$ cat src/rtl/periph_bus.sv
// periph_bus: memory-mapped I/O register block on the I/O side of the bus.
//
// Purpose:
//   Decodes CPU I/O requests into a small register file that controls
//   output-only pins, samples input-only pins, manages bidirectional GPIO
//   and per-pin edge interrupts, and runs byte-wide SPI transfers through
//   a handshake with a shared SPI engine. The engine is guarded by a watchdog.
//
// Ports:
//   clk, rst          system clock, asynchronous active-high reset
//   start_request     request strobe, held until request_done is seen
//   is_write          1 = write, 0 = read
//   target_address    register byte offset
//   write_value       write data
//   fetched_value     registered read data, zero-extended
//   request_done      request complete; held until start_request drops
//   outputs           output-only pins
//   inputs            input-only pins (asynchronous, synchronised here)
//   io_direction      GPIO direction, 1 = output
//   io_outputs        GPIO output values (PIN_OUT masked by direction)
//   io_inputs         GPIO pad values (asynchronous, synchronised here)
//   spi_start         level request to the SPI engine
//   spi_tx_byte       byte to send
//   spi_done          engine completion
//   spi_rx_byte       received byte, valid with spi_done
//   spi_cs_n          active-low chip selects
//   irq               registered OR of (pending & enable)
module periph_bus #(
    parameter int OUT_PINS    = 4,
    parameter int IN_PINS     = 5,
    parameter int IO_PINS     = 7,
    parameter int NUM_CS      = 4,
    parameter int SPI_TIMEOUT = 1024
) (
    input  logic                clk,
    input  logic                rst,
    input  logic                start_request,
    input  logic                is_write,
    input  logic [7:0]          target_address,
    input  logic [31:0]         write_value,
    output logic [31:0]         fetched_value,
    output logic                request_done,
    output logic [OUT_PINS-1:0] outputs,
    input  logic [IN_PINS-1:0]  inputs,
    output logic [IO_PINS-1:0]  io_direction,
    output logic [IO_PINS-1:0]  io_outputs,
    input  logic [IO_PINS-1:0]  io_inputs,
    output logic                spi_start,
    output logic [7:0]          spi_tx_byte,
    input  logic                spi_done,
    input  logic [7:0]          spi_rx_byte,
    output logic [NUM_CS-1:0]   spi_cs_n,
    output logic                irq
);

    localparam logic [7:0] ADDR_OUT      = 8'h00;
    localparam logic [7:0] ADDR_IN       = 8'h01;
    localparam logic [7:0] ADDR_DIR      = 8'h02;
    localparam logic [7:0] ADDR_PIN_IN   = 8'h03;
    localparam logic [7:0] ADDR_PIN_OUT  = 8'h04;
    localparam logic [7:0] ADDR_SPI_CTRL = 8'h05;
    localparam logic [7:0] ADDR_SPI_TX   = 8'h08;
    localparam logic [7:0] ADDR_SPI_RX   = 8'h0C;
    localparam logic [7:0] ADDR_IRQ_EN   = 8'h18;
    localparam logic [7:0] ADDR_IRQ_EDGE = 8'h19;
    localparam logic [7:0] ADDR_IRQ_PEND = 8'h1A;

    localparam int CNT_W = $clog2(SPI_TIMEOUT);

    typedef enum logic [1:0] {
        S_IDLE,
        S_PEND,
        S_DONE
    } state_t;

    state_t              r_state;
    state_t              w_state_next;

    logic [OUT_PINS-1:0] r_out;
    logic [IO_PINS-1:0]  r_dir;
    logic [IO_PINS-1:0]  r_pin_out;
    logic [7:0]          r_tx;
    logic [7:0]          r_rx;
    logic [IO_PINS-1:0]  r_irq_en;
    logic [IO_PINS-1:0]  r_irq_edge;
    logic [IO_PINS-1:0]  r_irq_pend;
    logic                r_irq;
    logic [NUM_CS-1:0]   r_cs;
    logic                r_spi_done;
    logic                r_spi_err;
    logic [CNT_W-1:0]    r_cnt;
    logic [31:0]         r_fetched;
    logic [IN_PINS-1:0]  r_in_s1, r_in_s2;
    logic [IO_PINS-1:0]  r_io_s1, r_io_s2, r_io_prev;

    logic                w_accept, w_wr, w_rd, w_spi_go, w_busy;
    logic                w_spi_ok, w_timeout;
    logic [NUM_CS-1:0]   w_cs_sel;
    logic                w_cs_onehot;
    logic [31:0]         w_rdata;
    logic [IO_PINS-1:0]  w_edge, w_w1c, w_pend_next;

    // Requests are only taken in IDLE; the access itself happens on that edge.
    assign w_accept    = (r_state == S_IDLE) && start_request;
    assign w_wr        = w_accept && is_write;
    assign w_rd        = w_accept && !is_write;
    assign w_spi_go    = w_wr && (target_address == ADDR_SPI_CTRL) && write_value[0];
    assign w_busy      = (r_state == S_PEND);
    assign w_cs_sel    = write_value[NUM_CS:1];
    assign w_cs_onehot = (w_cs_sel != '0) && ((w_cs_sel & (w_cs_sel - 1'b1)) == '0);

    // Abort (start_request dropped) beats completion; completion beats timeout.
    assign w_spi_ok  = w_busy && start_request && spi_done;
    assign w_timeout = w_busy && start_request && !spi_done &&
                       (r_cnt == CNT_W'(SPI_TIMEOUT - 1));

    always_comb begin
        w_state_next = r_state;
        case (r_state)
            S_IDLE: if (start_request) w_state_next = w_spi_go ? S_PEND : S_DONE;
            S_PEND: begin
                if (!start_request)           w_state_next = S_IDLE;
                else if (w_spi_ok || w_timeout) w_state_next = S_DONE;
            end
            S_DONE: if (!start_request) w_state_next = S_IDLE;
            default: w_state_next = S_IDLE;
        endcase
    end

    always_comb begin
        w_rdata = '0;
        case (target_address)
            ADDR_OUT:      w_rdata[OUT_PINS-1:0] = r_out;
            ADDR_IN:       w_rdata[IN_PINS-1:0]  = r_in_s2;
            ADDR_DIR:      w_rdata[IO_PINS-1:0]  = r_dir;
            ADDR_PIN_IN:   w_rdata[IO_PINS-1:0]  = r_io_s2 & ~r_dir;
            ADDR_PIN_OUT:  w_rdata[IO_PINS-1:0]  = r_pin_out;
            ADDR_SPI_CTRL: w_rdata[2:0]          = {r_spi_err, r_spi_done, w_busy};
            ADDR_SPI_TX:   w_rdata[7:0]          = r_tx;
            ADDR_SPI_RX:   w_rdata[7:0]          = r_rx;
            ADDR_IRQ_EN:   w_rdata[IO_PINS-1:0]  = r_irq_en;
            ADDR_IRQ_EDGE: w_rdata[IO_PINS-1:0]  = r_irq_edge;
            ADDR_IRQ_PEND: w_rdata[IO_PINS-1:0]  = r_irq_pend;
            default:       w_rdata               = '0;
        endcase
    end

    // Per-pin edge detect on synchronised pads; pins driven as outputs never flag.
    genvar gi;
    generate
        for (gi = 0; gi < IO_PINS; gi++) begin : g_edge
            assign w_edge[gi] = ~r_dir[gi] &
                                (r_irq_edge[gi] ? (r_io_prev[gi] & ~r_io_s2[gi])
                                                : (~r_io_prev[gi] & r_io_s2[gi]));
        end
        for (gi = 0; gi < NUM_CS; gi++) begin : g_cs
            assign spi_cs_n[gi] = ~(w_busy & r_cs[gi]);
        end
    endgenerate

    assign w_w1c       = (w_wr && (target_address == ADDR_IRQ_PEND)) ?
                         write_value[IO_PINS-1:0] : '0;
    // A new edge in the clearing cycle keeps the bit set.
    assign w_pend_next = (r_irq_pend & ~w_w1c) | w_edge;

    always_ff @(posedge clk or posedge rst) begin
        if (rst) begin
            r_state    <= S_IDLE;
            r_out      <= '0;
            r_dir      <= '0;
            r_pin_out  <= '0;
            r_tx       <= '0;
            r_rx       <= '0;
            r_irq_en   <= '0;
            r_irq_edge <= '0;
            r_irq_pend <= '0;
            r_irq      <= 1'b0;
            r_cs       <= '0;
            r_spi_done <= 1'b0;
            r_spi_err  <= 1'b0;
            r_cnt      <= '0;
            r_fetched  <= '0;
            r_in_s1    <= '0;
            r_in_s2    <= '0;
            r_io_s1    <= '0;
            r_io_s2    <= '0;
            r_io_prev  <= '0;
        end else begin
            r_state    <= w_state_next;
            r_in_s1    <= inputs;
            r_in_s2    <= r_in_s1;
            r_io_s1    <= io_inputs;
            r_io_s2    <= r_io_s1;
            r_io_prev  <= r_io_s2;
            r_irq_pend <= w_pend_next;
            r_irq      <= |(r_irq_pend & r_irq_en);

            if (w_rd) r_fetched <= w_rdata;

            if (w_wr) begin
                case (target_address)
                    ADDR_OUT:      r_out      <= write_value[OUT_PINS-1:0];
                    ADDR_DIR:      r_dir      <= write_value[IO_PINS-1:0];
                    ADDR_PIN_OUT:  r_pin_out  <= write_value[IO_PINS-1:0];
                    ADDR_SPI_TX:   r_tx       <= write_value[7:0];
                    ADDR_IRQ_EN:   r_irq_en   <= write_value[IO_PINS-1:0];
                    ADDR_IRQ_EDGE: r_irq_edge <= write_value[IO_PINS-1:0];
                    default:       ;
                endcase
            end

            if (w_spi_go) begin
                // Multi-hot or empty selects still transfer, with no CS asserted.
                r_cs       <= w_cs_onehot ? w_cs_sel : '0;
                r_spi_done <= 1'b0;
                r_spi_err  <= 1'b0;
                r_cnt      <= '0;
            end else if (w_busy) begin
                r_cnt <= r_cnt + 1'b1;
            end

            if (w_spi_ok) begin
                r_rx       <= spi_rx_byte;
                r_spi_done <= 1'b1;
            end
            if (w_timeout) r_spi_err <= 1'b1;
        end
    end

    assign fetched_value = r_fetched;
    assign request_done  = (r_state == S_DONE);
    assign outputs       = r_out;
    assign io_direction  = r_dir;
    assign io_outputs    = r_pin_out & r_dir;
    assign spi_start     = w_busy;
    assign spi_tx_byte   = r_tx;
    assign irq           = r_irq;

endmodule

$ cat config.mk
export PLATFORM = sky130hd
export DESIGN_NAME = periph_bus
export DESIGN_NICKNAME = d
export VERILOG_FILES = /design/src/rtl/periph_bus.sv
export SDC_FILE = /design/constraint.sdc
export NUM_CORES = 1
export LEC_CHECK = 0
export CELL_PAD_IN_SITES_DETAIL_PLACEMENT = 0
export CELL_PAD_IN_SITES_GLOBAL_PLACEMENT = 1
export CORE_UTILIZATION = 33
export DETAILED_ROUTE_END_ITERATION = 7
export PLACE_DENSITY_LB_ADDON = 0.05
export SLEW_MARGIN = 20
export SYNTH_ARGS = -nofsm -noshare
export SYNTH_HDL_FRONTEND = slang
export SYNTH_SLANG_ARGS = --single-unit
$ cat constraint.sdc
create_clock -name clk -period 3.38 [get_ports clk]
set_input_delay 0.338 -clock clk [delete_from_list [all_inputs] [get_ports clk]]
set_output_delay 0.338 -clock clk [all_outputs]
set_load 0.005 [all_outputs]
## After elaboration in Yosys (flattened, before gate mapping)

Index checks and enable logic that the tools add are counted.

- Input bits: 65
- Output and inout port bits: 65
- Logic and storage cells: 150
- Register bits: 113

- Mux-type cells: 25
- Bitwise logic cells: 58
- Equal/unequal tests: 16
- Reductions and logical operators: 29
- $add $sub $neg: 2

Operator list:

| cell | number |
|---|---|
| one-hot mux 3 bit (11 select lines) | 1 |
| bitwise AND 7 bit | 4 |
| bitwise AND 1 bit | 25 |
| inverter 1 bit | 25 |
| == test 8 x 5 -> 1 bit (second input constant) | 3 |
| two-way mux 10 bit | 2 |
| == test 8 x 2 -> 1 bit (second input constant) | 2 |
| == test 8 x 3 -> 1 bit (second input constant) | 2 |
| == test 8 x 4 -> 1 bit (second input constant) | 2 |
| one-hot mux 2 bit (8 select lines) | 1 |
| inverter 7 bit | 2 |
| AND reduction 2 bit | 6 |
| logical AND 1 bit | 11 |
| adder 10 x 1 -> 10 bit (second input constant) | 1 |
| == test 10 bit (second input constant) | 1 |
| two-way mux 1 bit | 10 |
| two-way mux 2 bit | 5 |
| one-hot mux 1 bit (10 select lines) | 1 |
| one-hot mux 1 bit (9 select lines) | 1 |
| == test 8 x 1 -> 1 bit (second input constant) | 1 |
| zero test 8 bit | 1 |
| two-way mux 7 bit | 1 |
| bitwise OR 7 bit | 1 |
| OR reduction 7 bit | 1 |
| 16 further kinds | 20 |

## Logic depth before layout (Yosys ltp)

Gate-level depths: netlist of run 1.

- Depth in word-level cells: 8
- Mapped depth: 7
- Mapped depth without buffers: 5

## Worst setup path after synthesis of run 1

Ideal clock, no wire load.

- Path type: register to register
- Start: register r_state[0]
- End: register r_pin_out[0]
- Path slack: 1,610 ps
- Data arrival time: 1,645 ps
- Library setup time: 125 ps
- Cell stages (with the launch flop): 6
- Required time: 3,255 ps
- Period minus slack after synthesis: 1,770 ps
- Path buffers: 1
- Cell sequence: dfrtp_1 -> nand2b_1 -> nor3b_4 -> and4_1 -> buf_4 -> mux2_2

- Cells in the longest elaborated chain, start to end: 4

RTL lines:

| what | line | RTL |
|---|---|---|
| from (decl) | 76 | `state_t r_state;` |
| from (signal assigned) | 189 | `r_state <= w_state_next;` |
| zero test 2 bit | 104 | `assign w_accept = (r_state == S_IDLE) && start_request;` |
| logical AND 1 bit | 104 |  |
| logical AND 1 bit | 105 | `assign w_wr = w_accept && is_write;` |
| AND reduction 2 bit (no line) | n/a |  |
| to (signal assigned) | 204 | `ADDR_PIN_OUT: r_pin_out <= write_value[IO_PINS-1:0];` |
| to (decl) | 81 | `logic [IO_PINS-1:0] r_pin_out;` |

No other way between the ends.
A chain may end at the register's enable or synchronous reset.

## Worst setup path in the final report of run 1

- Start: input port target_address[4]
- End: register r_pin_out[3]

- Cells in the longest elaborated chain, start to end: 2

RTL lines:

| what | line | RTL |
|---|---|---|
| from (decl) | 39 | `input logic [7:0] target_address,` |
| == test 8 x 3 -> 1 bit | 201 | `case (target_address)` |
| AND reduction 2 bit (no line) | n/a |  |

No other way between the ends.

==> results of run 1 <==
## worst max-delay path, stage by stage
cell             delay (ns)
clkdlybuf4s50_1        0.44
buf_4                  0.23
nor4_1                 0.57
and4_1                 0.61
mux2_2                 0.39
## cell families (layout without fill, tap and decap cells)
logic type | after synthesis | count (layout) | synth area share [%]
xor+xnor | 5 | 5 | 0.823
buf+inv | 56 | 134 | 6.16
compound gates | 76 | 76 | 9.42
other cells | 1 | 24 | 0.0704
flops | 113 | 113 | 53.1
simple gates | 160 | 160 | 15.9
fa+ha+maj | 1 | 1 | 0.235
mux | 63 | 63 | 14.3
## power breakdown
group / switching, mW / leakage (nW) / internal (mW) / total [mW]
sequential: 0.0246 / 1.41 / 1.39 / 1.42
clock: 0.615 / 0.300 / 1.32 / 1.94
combinational: 0.128 / 1.34 / 0.110 / 0.238
## per-stage QoR
step	cells	cell area [µm²]	hold slack [ns]	setup WS, ns
floorplan	498	5410	0.331	0.0546
finish	792	6940	0.297	1.08
global placement	760	6310	0.333	0.666
global route	792	6940	0.331	1.00
detailed placement	760	6310	0.335	0.686
CTS	792	6940	0.309	1.11
## routing by layer
layer	GRT usage, %	share of wire, %	vias to the layer above
met3	4.75	4.8	7
met2	29.0	49	99
li1	-	-	1826
met5	0	0	-
met4	6.02	0.74	0
met1	25.0	45	1909
## synthesized netlist by cell type (3+ instances only)
cell type / number
xnor2_1: 3
and2_1: 9
clkbuf_1: 8
nand3b_1: 4
a22oi_1: 5
mux2i_1: 11
mux2_2: 41
mux2_4: 8
nand4b_1: 4
o211ai_1: 4
nor2b_1: 5
buf_2: 13
a21oi_1: 15
nor3_1: 6
dfrtp_1: 113
inv_1: 8
nand4_1: 5
mux4_2: 3
nor2_1: 30
o2bb2ai_1: 4
a31oi_1: 4
nand2b_1: 4
nand3_1: 14
nand2_1: 51
a22o_1: 5
or3_1: 7
a32oi_1: 3
o21ai_0: 20
and3_1: 4
buf_4: 27
## cells in the final DEF, fill, tap and decap left out, types with 5 or more instances in the layout
cell type and instances:
clkbuf_16 17, dfrtp_1 113, o21ai_0 20, nor3_1 6, nor2b_1 5, a21oi_1 15
conb_1 24, mux2i_1 11, nand2_1 51, nand3_1 14, a22oi_1 5, buf_4 12
bufinv_16 5, nor2_1 30, clkdlybuf4s50_1 81, mux2_4 8, inv_1 7, and2_1 9
nand4_1 5, a22o_1 5, or3_1 7, mux2_2 41
## registers in the layout, indices dropped and copies added, names as in the netlist, 2 cells and up
signal / count
r_state: 2
r_in_s2: 5
io_direction: 7
r_cs: 4
spi_tx_byte: 8
r_irq_edge: 7
r_cnt: 10
r_irq_en: 7
fetched_value: 8
r_io_s1: 7
r_io_prev: 7
r_irq_pend: 7
r_in_s1: 5
outputs: 4
r_rx: 8
r_io_s2: 7
r_pin_out: 7
## how the worst max path moves through the flow
| stage | startpoint | to | depth (start not counted) |
|---|---|---|---|
| after floorplan | rst | fetched_value[0] | 1 |
| after global placement | target_address[3] | io_direction[1] | 5 |
| after detailed placement | target_address[3] | r_irq_edge[3] | 6 |
| after CTS | target_address[3] | r_irq_edge[3] | 6 |
| after global routing | target_address[4] | r_pin_out[6] | 5 |
| final | target_address[4] | r_pin_out[3] | 5 |
## layout make-up
type,instances,area [µm²],share of cell area [%]
tap,216,270,3.89
clock inverter,10,183,2.63
timing repair buffer,94,921,13.3
clock buffer,22,454,6.54
sequential,113,2830,40.7
inverter,8,32.5,0.469
multi-input combinational,329,2250,32.5
==> impl_metrics.env, run 1 <==
export IMPL_finalSetupViolations=0
export IMPL_yosysSeqAreaShare_pct=53.1
export IMPL_start_kind="primary input"
export IMPL_drive_above_1_share_pct=17.7
export IMPL_outcome="finished clean"
export IMPL_antenna_found_initial=0
export IMPL_synth_top_cell_by_area="dfrtp_1"
export IMPL_cp_data_required_time_ns=3.67
export IMPL_globalplace_congestion=0.757
export IMPL_cts_root_buf="clkbuf_16"
export IMPL_worstHoldPathType="primary input to asynchronous set/reset pin"
export IMPL_cts_inserted_buffers=17
export IMPL_crit_arrival_ns=2.59
export IMPL_core_area_um2=15800
export IMPL_ir_drop_uv=339
export IMPL_synth_edf_count=0
export IMPL_cts_sink_count=113
export IMPL_clkSlewWorstSetupHoldPaths_ns=0.05
export IMPL_end_kind="register"
export IMPL_die_area_um2=16600
export IMPL_cellPowerDensity_nw_per_um2=517
export IMPL_cts_tree="done"
export IMPL_rrSetupSlack_ns=1.15
export IMPL_yosys_area_top_type_share_pct=53.1
export IMPL_h_tree_depth=4
export IMPL_syn_to_final_growth_pct=30.4
export IMPL_overflow=0
export IMPL_cts_post_setup_buffers_inserted=0
export IMPL_ys_warn_count=0
export IMPL_initial_core_util_pct=33.6
export IMPL_fmax_ghz=0.435
export IMPL_rsz0062_at_grt="false"
export IMPL_grt_pass1_wl_mm=22.3
export IMPL_grt_max_degree=56
export IMPL_antennaDiodeCount=0
export IMPL_avgSynthCellArea_um2=11.2
export IMPL_track_usage_pct=18.5
export IMPL_nets=629
export IMPL_grt_pass1_vias=3842
export IMPL_p_leak_nw=3.05
export IMPL_hold_viol_final=0
export IMPL_core_rowCount=46
export IMPL_clk_latency_ns=0.42
export IMPL_drt_iter0_drc=151
export IMPL_r2r_end="r_pin_out[3]"
export IMPL_synth_area_um2=5320
export IMPL_clock_path_buffers=2
export IMPL_ios=130
export IMPL_skew_ns=0.0101
export IMPL_ys_flop_type="dfrtp_1"
export IMPL_r2r_start="r_state[0]"
export IMPL_dp_hpwl_mm=10.2
export IMPL_num_vias=3841
export IMPL_post_cts_resized=0
export IMPL_synth_seq_cells=113
export IMPL_postRouteAntennaNets=0
export IMPL_max_slew_margin_pct=58.2
export IMPL_drv_slew=0
export IMPL_fin_crit_sh_pct=68.0
export IMPL_final_util_pct=43.9
export IMPL_synth_area_leaders="dfrtp_1, mux2_2, buf_4, nand2_1, mux2_4"
export IMPL_setup_tns_final_ns=0
export IMPL_die_y_um=129
export IMPL_synth_distinct_cells=59
export IMPL_hold_buffers=0
export IMPL_drt_vias_per_instance=4.85
export IMPL_path_max_fanout=20
export IMPL_reg2regPathDepth=4
export IMPL_drc=0
export IMPL_worstSetupPathType="primary input to register"
export IMPL_fillers=1523
export IMPL_maxCapViolCount=0
export IMPL_wl_per_cell_um=17.9
export IMPL_p_total_mw=3.59
export IMPL_syn_inst=475
export IMPL_min_period_ns=2.30
export IMPL_wirelength_mm=14.1
export IMPL_die_width_um=129
export IMPL_port_buffers=81
export IMPL_worst_pin_slew_ns=0.625
export IMPL_firstDrtPassIters=4
export IMPL_synthArstFlopShare_pct=100
Power figures use the tool's default switching activity.
==> inputs of run 2 (changes only) <==
- clock period: 3.38 -> 2.2 ns (I/O delays scaled with it)
==> run 2 against run 1 <==
Net effect:
- power up 51%
- via count up 6.6%
- first-iteration DRC count is 25% higher
- largest cell class unchanged
- core utilization rose by 1.9 points
- clock skew down 0.0041 ns
- cell count increased by 4.5%
- global-route usage grew 0.54 points
==> impl_metrics.env, run 2 (same netlist as run 1, synthesis figures left out) <==
export IMPL_r2r_start="r_state[0]"
export IMPL_skew_ns=0.00603
export IMPL_preCtsSetupSlack_ns=-0.0234
export IMPL_antennaDiodeCount=0
export IMPL_cts_tree="done"
export IMPL_firstDrtPassIters=4
export IMPL_cp_data_required_time_ns=2.50
export IMPL_drive_above_1_share_pct=23.2
export IMPL_setup_slack_ns=0.238
export IMPL_drt_iter0_drc=189
export IMPL_h_tree_depth=4
export IMPL_crit_start="r_state[0]"
export IMPL_max_flop_register="r_cnt"
export IMPL_maxCapViolCount=0
export IMPL_cts_inserted_buffers=17
export IMPL_fin_crit_sh_pct=89.2
export IMPL_cts_root_buf="clkbuf_16"
export IMPL_antenna_found_initial=0
export IMPL_wirelength_mm=14.6
export IMPL_ir_drop_uv=530
export IMPL_final_common_cell="dfrtp_1"
export IMPL_core_rowCount=46
export IMPL_ios=130
export IMPL_core_area_um2=15800
export IMPL_grt_pass1_wl_mm=23.2
export IMPL_dp_cells=796
export IMPL_path_max_fanout=6
export IMPL_max_slew_margin_pct=64.0
export IMPL_drc=0
export IMPL_clk_latency_ns=0.42
export IMPL_finalSetupViolations=0
export IMPL_overflow=0
export IMPL_clkSlewWorstSetupHoldPaths_ns=0.06
export IMPL_port_buffers=81
export IMPL_drt_vias_per_instance=4.95
export IMPL_die_width_um=129
export IMPL_globalplace_congestion=0.813
export IMPL_track_usage_pct=19.0
export IMPL_crit_arrival_ns=2.27
export IMPL_die_y_um=129
export IMPL_hold_buffers=0
export IMPL_drv_slew=0
export IMPL_initial_core_util_pct=33.6
export IMPL_grt_pass1_vias=4099
export IMPL_largest_register_ffs=10
export IMPL_fillers=1476
export IMPL_final_area_um2=7250
export IMPL_nets=665
export IMPL_hold_viol_final=0
export IMPL_min_period_ns=1.96
export IMPL_layout_common_cells="dfrtp_1, clkdlybuf4s50_1, nand2_1"
export IMPL_start_kind="register"
export IMPL_syn_to_final_growth_pct=36.1
export IMPL_post_cts_resized=0
export IMPL_clock_path_buffers=2
export IMPL_p_leak_nw=3.24
export IMPL_fmax_ghz=0.510
export IMPL_wl_per_cell_um=17.6
export IMPL_cellPowerDensity_nw_per_um2=750
export IMPL_cts_sink_count=113
export IMPL_worstHoldPathType="primary input to asynchronous set/reset pin"
export IMPL_layout_cells_non_filler=828
export IMPL_rsz0062_at_grt="false"
export IMPL_worstSetupPathType="register to register"
export IMPL_outcome="finished clean"
export IMPL_dp_hpwl_mm=10.8
export IMPL_grt_max_degree=69
export IMPL_p_total_mw=5.43
export IMPL_worst_pin_slew_ns=0.539
export IMPL_cts_post_setup_buffers_inserted=0
export IMPL_dpl_cell_area_um2=6630
export IMPL_timing_hold_ws_ns=0.235
export IMPL_num_vias=4095
export IMPL_die_area_um2=16600
export IMPL_end_kind="register"
export IMPL_postRouteAntennaNets=0
-- run 2: changes by cell type in the layout (fill, tap and decap cells not counted), sizes merged --
| cell | delta |
|---|---|
| buf | +36 |
| bufinv | -2 |
| clkbuf | -4 |
| clkinv | +2 |
| clkinvlp | +1 |
| inv | +3 |
-- run 2: area by class of cell --
class	instances	area, µm²	area share, %
Clock buffer	18	439	6.06
Sequential cell	113	2830	39.0
Timing Repair Buffer	130	1240	17.1
Clock inverter	14	179	2.47
Multi-Input combinational cell	329	2250	31.1
Tap cell	216	270	3.73
Inverter	8	33.8	0.466
-- run 2: worst max-delay path, stage by stage (launching register included) --
cell and delay [ns]:
dfrtp_1 0.40, nand2b_1 0.22, nor3b_4 0.37, buf_4 0.22, and3_1 0.20, buf_4 0.17, nand2_1 0.06, a22o_1 0.19
-- run 2: metrics by stage --
stage | setup TNS [ns] | utilization (%)
floorplan | 0 | -
CTS | 0 | 45.8
finish | 0 | 45.8
global route | 0 | 45.8
detailed placement | -0.142 | 41.9
global placement | -0.205 | 41.9
-- run 2: metal layers --
metal  vias up  GRT usage [%]  routed length [µm]
li1       1904              -                   -
met1      2065           25.3                6710
met2       109           30.5                7020
met3        17           4.29                 614
met4         0           6.92                 221
met5         -              0                   0
-- run 2: report_power, final --
part           switching [mW]  total [mW]  internal [mW]
Clock                    1.04        2.86           1.82
Combinational           0.203       0.398          0.194
Sequential             0.0378        2.17           2.14
-- run 2: path summary, 6_finish.rpt --
path	slack (ns)	end	cells past startpoint
setup / recovery	0.24	r_irq_pend[6]	7
hold / removal	0.24	r_in_s1[0]	3
setup reg to reg	0.24	r_irq_pend[6]	7
hold reg to reg	0.35	r_io_s2[0]	0
max in group asynchronous	1.58	r_irq_edge[1]	3
min in group clk	0.24	r_io_s1[6]	1
==> inputs of run 3 (changes only) <==
- CAP_MARGIN: default -> 20
- CTS_CLUSTER_DIAMETER: default -> 40
==> results of run 3 <==
Same layout as run 2: the final DEF is identical, and so are final timing and power.
